$ cat config.mk
export PLATFORM = sky130hd
export DESIGN_NAME = muldiv_unit
export DESIGN_NICKNAME = d
export VERILOG_FILES = /design/src/rtl/muldiv_pkg.sv /design/src/rtl/muldiv_sign_fix.sv /design/src/rtl/muldiv_unit.sv
export SDC_FILE = /design/constraint.sdc
export NUM_CORES = 1
export LEC_CHECK = 0
export CAP_MARGIN = 20
export CORE_ASPECT_RATIO = 2
export CORE_MARGIN = 5
export CORE_UTILIZATION = 53
export DETAILED_ROUTE_END_ITERATION = 7
export GPL_TIMING_DRIVEN = 0
export HOLD_SLACK_MARGIN = 0.12
export PLACE_DENSITY = 0.8
export SYNTH_ARGS = -nofsm -noshare
export SYNTH_HDL_FRONTEND = slang
export SYNTH_SLANG_ARGS = --single-unit
export TNS_END_PERCENT = 5
$ cat constraint.sdc
create_clock -name CLK -period 5.13 [get_ports CLK]
set_input_delay 1.026 -clock CLK [delete_from_list [all_inputs] [get_ports CLK]]
set_output_delay 1.026 -clock CLK [all_outputs]
set_load 0.01 [all_outputs]
$ cat src/rtl/muldiv_pkg.sv
// Shared types and constants for the iterative RV32M multiply/divide unit.
// The MULDIV_DIV_EN macro (see muldiv_unit) controls whether the divider is built.
package muldiv_pkg;

  typedef enum logic [2:0] {
    OP_MUL    = 3'd0,
    OP_MULH   = 3'd1,
    OP_MULHSU = 3'd2,
    OP_MULHU  = 3'd3,
    OP_DIV    = 3'd4,
    OP_DIVU   = 3'd5,
    OP_REM    = 3'd6,
    OP_REMU   = 3'd7
  } muldiv_op_e;

  typedef enum logic [1:0] {
    IDLE,
    CALC,
    FIX
  } muldiv_state_e;

  localparam int MULDIV_ITER    = 32;
  localparam int MULDIV_LATENCY = 34;

  localparam logic [31:0] DIV_ZERO_Q = 32'hFFFF_FFFF;
  localparam logic [31:0] INT_MIN    = 32'h8000_0000;

  // Whether Rus1 / Rus2 are interpreted as two's complement for this opcode.
  function automatic logic op_a_signed(muldiv_op_e op);
    return op inside {OP_MUL, OP_MULH, OP_MULHSU, OP_DIV, OP_REM};
  endfunction

  function automatic logic op_b_signed(muldiv_op_e op);
    return op inside {OP_MUL, OP_MULH, OP_DIV, OP_REM};
  endfunction

endpackage

$ cat src/rtl/muldiv_sign_fix.sv
// Two-lane conditional two's-complement negation: magnitude extraction on the
// operand side, sign restoration on the result side.
module muldiv_sign_fix
  import muldiv_pkg::*;
#(
  parameter int WA = 32,
  parameter int WB = 32
) (
  input  logic [WA-1:0] a_i,
  input  logic          a_neg_i,
  input  logic [WB-1:0] b_i,
  input  logic          b_neg_i,
  output logic [WA-1:0] a_o,
  output logic [WB-1:0] b_o
);

  assign a_o = a_neg_i ? -a_i : a_i;
  assign b_o = b_neg_i ? -b_i : b_i;

endmodule

$ cat src/rtl/muldiv_unit.sv
// Iterative RV32M multiply/divide: 32 radix-2 steps on magnitudes, then one fix cycle.
// Define MULDIV_DIV_EN to build the divider; otherwise opcodes 4-7 return 0.
module muldiv_unit
  import muldiv_pkg::*;
#(
  parameter int XLEN = 32
) (
  input  logic            CLK,
  input  logic            RST,
  input  logic            Start,
  input  logic [2:0]      Funct3,
  input  logic [XLEN-1:0] Rus1,
  input  logic [XLEN-1:0] Rus2,
  output logic            Busy,
  output logic            Done,
  output logic [XLEN-1:0] Result
);

  muldiv_state_e state_q, state_d;
  muldiv_op_e    op_q, op_d;
  logic [4:0]    cnt_q, cnt_d;
  logic          a_sign_q, a_sign_d, b_sign_q, b_sign_d;
  logic [31:0]   amag_q, amag_d, bmag_q, bmag_d;
  logic [63:0]   prod_q, prod_d;
  logic          busy_q, busy_d, done_q, done_d;
  logic [31:0]   result_q, result_d;

  logic [31:0]   in_amag, in_bmag, out_rem, fix_result, rem_val;
  logic [63:0]   out_prod;
  logic [32:0]   mul_sum;
  muldiv_op_e    in_op;

`ifdef MULDIV_DIV_EN
  logic [31:0]   rem_q, rem_d, a_q, a_d;
  logic [32:0]   div_shift, div_sub;
  logic          div_ge, div_zero, div_ovf;
  assign rem_val = rem_q;
`else
  assign rem_val = '0;
`endif

  assign in_op = muldiv_op_e'(Funct3);

  muldiv_sign_fix #(.WA(32), .WB(32)) u_in_fix (
    .a_i     (Rus1),
    .a_neg_i (op_a_signed(in_op) & Rus1[31]),
    .b_i     (Rus2),
    .b_neg_i (op_b_signed(in_op) & Rus2[31]),
    .a_o     (in_amag),
    .b_o     (in_bmag)
  );

  // Lane A carries the product, or the quotient in its low half; lane B the remainder.
  muldiv_sign_fix #(.WA(64), .WB(32)) u_out_fix (
    .a_i     (prod_q),
    .a_neg_i (a_sign_q ^ b_sign_q),
    .b_i     (rem_val),
    .b_neg_i (a_sign_q),
    .a_o     (out_prod),
    .b_o     (out_rem)
  );

  assign mul_sum = {1'b0, prod_q[63:32]} + {1'b0, amag_q};

`ifdef MULDIV_DIV_EN
  assign div_shift = {rem_q, prod_q[31]};
  assign div_ge    = div_shift >= {1'b0, bmag_q};
  assign div_sub   = div_shift - {1'b0, bmag_q};
  assign div_zero  = bmag_q == '0;
  assign div_ovf   = a_sign_q && b_sign_q && amag_q == INT_MIN && bmag_q == 32'd1;
`endif

  always_comb begin
    fix_result = '0;
    case (op_q)
      OP_MUL:                        fix_result = out_prod[31:0];
      OP_MULH, OP_MULHSU, OP_MULHU:  fix_result = out_prod[63:32];
      default: begin
`ifdef MULDIV_DIV_EN
        if (op_q inside {OP_REM, OP_REMU})
          fix_result = div_zero ? a_q : (div_ovf ? 32'd0 : out_rem);
        else
          fix_result = div_zero ? DIV_ZERO_Q : (div_ovf ? INT_MIN : out_prod[31:0]);
`else
        fix_result = out_rem;
`endif
      end
    endcase
  end

  always_comb begin
    state_d  = state_q;
    op_d     = op_q;
    cnt_d    = cnt_q;
    a_sign_d = a_sign_q;
    b_sign_d = b_sign_q;
    amag_d   = amag_q;
    bmag_d   = bmag_q;
    prod_d   = prod_q;
    busy_d   = busy_q;
    done_d   = 1'b0;
    result_d = result_q;
`ifdef MULDIV_DIV_EN
    rem_d    = rem_q;
    a_d      = a_q;
`endif
    case (state_q)
      IDLE: begin
        if (Start) begin
          state_d  = CALC;
          op_d     = in_op;
          cnt_d    = '0;
          a_sign_d = op_a_signed(in_op) & Rus1[31];
          b_sign_d = op_b_signed(in_op) & Rus2[31];
          amag_d   = in_amag;
          bmag_d   = in_bmag;
          // Multiply shifts the multiplier out of the low half; divide shifts the dividend.
          prod_d   = {32'd0, Funct3[2] ? in_amag : in_bmag};
          busy_d   = 1'b1;
`ifdef MULDIV_DIV_EN
          rem_d    = '0;
          a_d      = Rus1;
`endif
        end
      end
      CALC: begin
        cnt_d = cnt_q + 5'd1;
        if (cnt_q == 5'(MULDIV_ITER - 1))
          state_d = FIX;
`ifdef MULDIV_DIV_EN
        if (op_q[2]) begin
          rem_d  = div_ge ? 32'(div_sub) : 32'(div_shift);
          prod_d = {prod_q[63:32], prod_q[30:0], div_ge};
        end else
`endif
        prod_d = prod_q[0] ? {mul_sum, prod_q[31:1]} : {1'b0, prod_q[63:1]};
      end
      FIX: begin
        state_d  = IDLE;
        busy_d   = 1'b0;
        done_d   = 1'b1;
        result_d = fix_result;
      end
      default: state_d = IDLE;
    endcase
  end

  always_ff @(posedge CLK or posedge RST) begin
    if (RST) begin
      state_q  <= IDLE;
      op_q     <= OP_MUL;
      cnt_q    <= '0;
      a_sign_q <= 1'b0;
      b_sign_q <= 1'b0;
      amag_q   <= '0;
      bmag_q   <= '0;
      prod_q   <= '0;
      busy_q   <= 1'b0;
      done_q   <= 1'b0;
      result_q <= '0;
`ifdef MULDIV_DIV_EN
      rem_q    <= '0;
      a_q      <= '0;
`endif
    end else begin
      state_q  <= state_d;
      op_q     <= op_d;
      cnt_q    <= cnt_d;
      a_sign_q <= a_sign_d;
      b_sign_q <= b_sign_d;
      amag_q   <= amag_d;
      bmag_q   <= bmag_d;
      prod_q   <= prod_d;
      busy_q   <= busy_d;
      done_q   <= done_d;
      result_q <= result_d;
`ifdef MULDIV_DIV_EN
      rem_q    <= rem_d;
      a_q      <= a_d;
`endif
    end
  end

  assign Busy   = busy_q;
  assign Done   = done_q;
  assign Result = result_q;

endmodule
==> flow_summary.yaml <==
run_status:
  status: "complete, no violations"
finish:
  areaGrowthSynthToFinish_pct: 19.09
  n_fill_cell: 1683
  layout_commonest_cell: "sky130_fd_sc_hd__nand2_1"
  finalCoreUtilization_pct: 64.21
  fin_nets: 1503
  num_antenna_cells: 0
  finish.instance_area_mm2: 0.01244
  mostFrequentLayoutCells: "147 x sky130_fd_sc_hd__nand2_1, 144 x sky130_fd_sc_hd__o21ai_0, 142 x sky130_fd_sc_hd__dfrtp_1"
  drive_gt1_share_pct: 4.474
floorplanning:
  dieArea_mm2: 0.02278
  die_height_um: 208.5
  coreArea_mm2: 0.01937
  placementRows: 72
  initial_utilization_pct: 53.91
  ioPinCount: 104
  die_span_in_x_um: 109.3
sta:
  setup_viol_count_final: 0
  max_clock_freq_ghz: 0.2593
  final_min_period_over_clock_period_pct: 75.17
  maxSlewViolCount: 0
  unrepaired_setup_endpoints_after_global_routing: "no"
  final_period_minus_worst_setup_slack_ns: 3.856
  final.setup.worst_slack_ns: 1.274
  skew_ns: 0.009246
  worst_pin_slew_ns: 1.015
  final-hold-violation-count: 0
  max_slew_margin_pct: 31.85
  fin_worst_hold_slack_ns: 0.4922
global_route:
  number_of_antenna_violations_at_the_first_check_in_global_routing: 0
  grt_pass1_vias: 10490
  track_usage_pct: 34.71
  globalRoute.totalOverflow: 0
  grt_start_max_net_pins: 99
  grt_first_pass_wirelength_um: 59080
power:
  maximum_vdd_ir_drop_mv: 0.3346
  p_total_mw: 8.201
  power.static_leakage_nw: 5.090
  cellPowerDensity_mw_per_mm2: 659.5
cts:
  worst_path_clk_slew_ns: 0.06
  postCtsSetupRepairBufs: 0
  cts_buffers: 17
  clkLatencyLatePin_ns: 0.45
  cts-root-buf: "sky130_fd_sc_hd__clkbuf_16"
  cts_buffer_depth: 2
  cts.htree.levels: 4
  cts-resized-gates: 0
  clock-sinks: 142
  tritoncts: "yes"
  hold_buffers: 0
route:
  vias: 10510
  drc: 0
  dr.pass1.iters: 6
  vias_per_cell: 6.305
  antenna_violating_nets_post_route: 0
  violation_count_after_the_first_detailed_route_iteration: 708
  totalWireLength_um: 38810
  detail_route.wl_per_cell_um: 23.28
placed_design:
  post_dp_cell_area_mm2: 0.01182
  preCtsSetupSlack_ns: 0.9550
  port_buffers: 102
  routabilityCongestion: 1.012
  detailedPlacementHpwl_um: 31270
synth:
  yosysWarnings: 0
  synth_flop_cell: "sky130_fd_sc_hd__dfrtp_1"
  post_synth.cell_area_avg_um2: 8.203
  synth-seq-area-share_pct: 34.03
  synthesis.instances: 1273
  synth_enable_flop_cells: 0
  netlist_area_mm2: 0.01044
  synth.distinct_cells: 73
  postSynthRegisterBits: 142
  syn-num-nets: 1381
  synthArstFlopShare_pct: 100.0
setup_path:
  worst-setup-path-type: "in -> reg"
  timing.critical_path.fanout_max: 10
  critPathLaunchType: "primary input"
  cp_endpoint_kind: "flip-flop"
  worstPathArrival_ns: 4.17
  required_ns: 5.44
run:
  drv_cap: 0
worst_hold_path:
  type_of_the_tightest_min_delay_check: "reg -> reg"
-- stage by stage --
stage	TNS (ns)	instances
floorplan	0	1273
global placement	-228.09	1634
detailed placement	0	1635
CTS	0	1667
global route	0	1667
finish	0	1667
-- where the power goes --
part	internal, mW	switching [mW]	leakage [nW]
sequential	1.57	0.655	1.79
combinational	1.78	2.88	3.00
clock	0.791	0.522	0.296
total	4.14	4.06	5.09
-- state kept, by name, summed over array words and instances, names as in the netlist --
name and flops:
b_sign_q 1, Done 1, cnt_q 5, Busy 1
amag_q 32, state_q 2, prod_q 64, a_sign_q 1
Result 32, op_q 3
-- kinds of logic after synthesis --
group	share of synthesized area, %
fa+ha+maj	4.625
mux	0.9586
xor+xnor	12.33
flops	34.03
compound gates	25.09
simple gates	19.42
buf+inv	3.547
-- cells in the mapped netlist, drive strengths merged, types with 6 or more instances --
master  count  share of area (%)
or2         8               0.48
or4         8               0.65
nand2b      8               0.48
a211oi     11               0.79
clkbuf     61                2.2
mux2i      10               0.96
nand3      26                1.3
o221ai     15                1.3
a21o       11               0.79
o22ai      26                1.6
nor2      113                4.1
buf        10               0.38
nor4       14                1.1
xnor2      75                6.3
dfrtp     142                 34
nand2     147                5.3
or3        14               0.89
nor3       39                2.3
o21ai     147                7.0
ha         37                4.4
inv        25               0.90
xor2       72                6.0
o31ai      22                1.6
a21oi      92                4.4
a31oi      15               0.90
and3        6               0.36
a22oi      34                2.4
nor2b       6               0.36
o41ai       6               0.68
-- final timing paths --
path,startpoint,slack (ns),cells past startpoint,to
min in group asynchronous,RST,0.96,2,prod_q[51]
hold reg to reg,Result[24],0.49,2,Result[24]
setup / recovery,Funct3[1],1.27,10,prod_q[9]
setup reg to reg,prod_q[0],1.71,10,Result[11]
max in group asynchronous,RST,3.31,3,Result[30]
hold / removal,Result[24],0.49,2,Result[24]
-- critical path, stage by stage --
cell and delay [ns]:
sky130_fd_sc_hd__clkdlybuf4s50_1 0.48, sky130_fd_sc_hd__o21ai_0 0.44, sky130_fd_sc_hd__and2_1 0.19, sky130_fd_sc_hd__clkbuf_1 0.34
sky130_fd_sc_hd__clkbuf_1 0.40, sky130_fd_sc_hd__o41ai_1 0.17, sky130_fd_sc_hd__xor2_1 0.63, sky130_fd_sc_hd__a21oi_1 0.21
sky130_fd_sc_hd__o22ai_1 0.18, sky130_fd_sc_hd__a21oi_1 0.10
-- metal layers --
metal / wire [um] / vias to the layer above / part of all wire (%) / track usage (%)
met2: 19510 / 452 / 50 / 58.39
met5: 0 / - / 0 / 0
met4: 4338 / 0 / 11 / 31.90
met3: 1804 / 165 / 4.6 / 5.800
met1: 13160 / 5003 / 34 / 35.37
li1: - / 4890 / - / -
-- area by class of cell --
| type | count | area, um^2 | area share (%) |
|---|---|---|---|
| buffer | 71 | 269.0 | 2.163 |
| clock buffer | 19 | 452.9 | 3.642 |
| clock inverter | 13 | 162.7 | 1.308 |
| inverter | 27 | 106.4 | 0.8552 |
| multi-input combinational | 1033 | 6519 | 52.42 |
| sequential | 142 | 3553 | 28.57 |
| tap | 259 | 324.1 | 2.606 |
| timing repair buffer | 103 | 1049 | 8.431 |
Power figures use the tool's default switching activity.
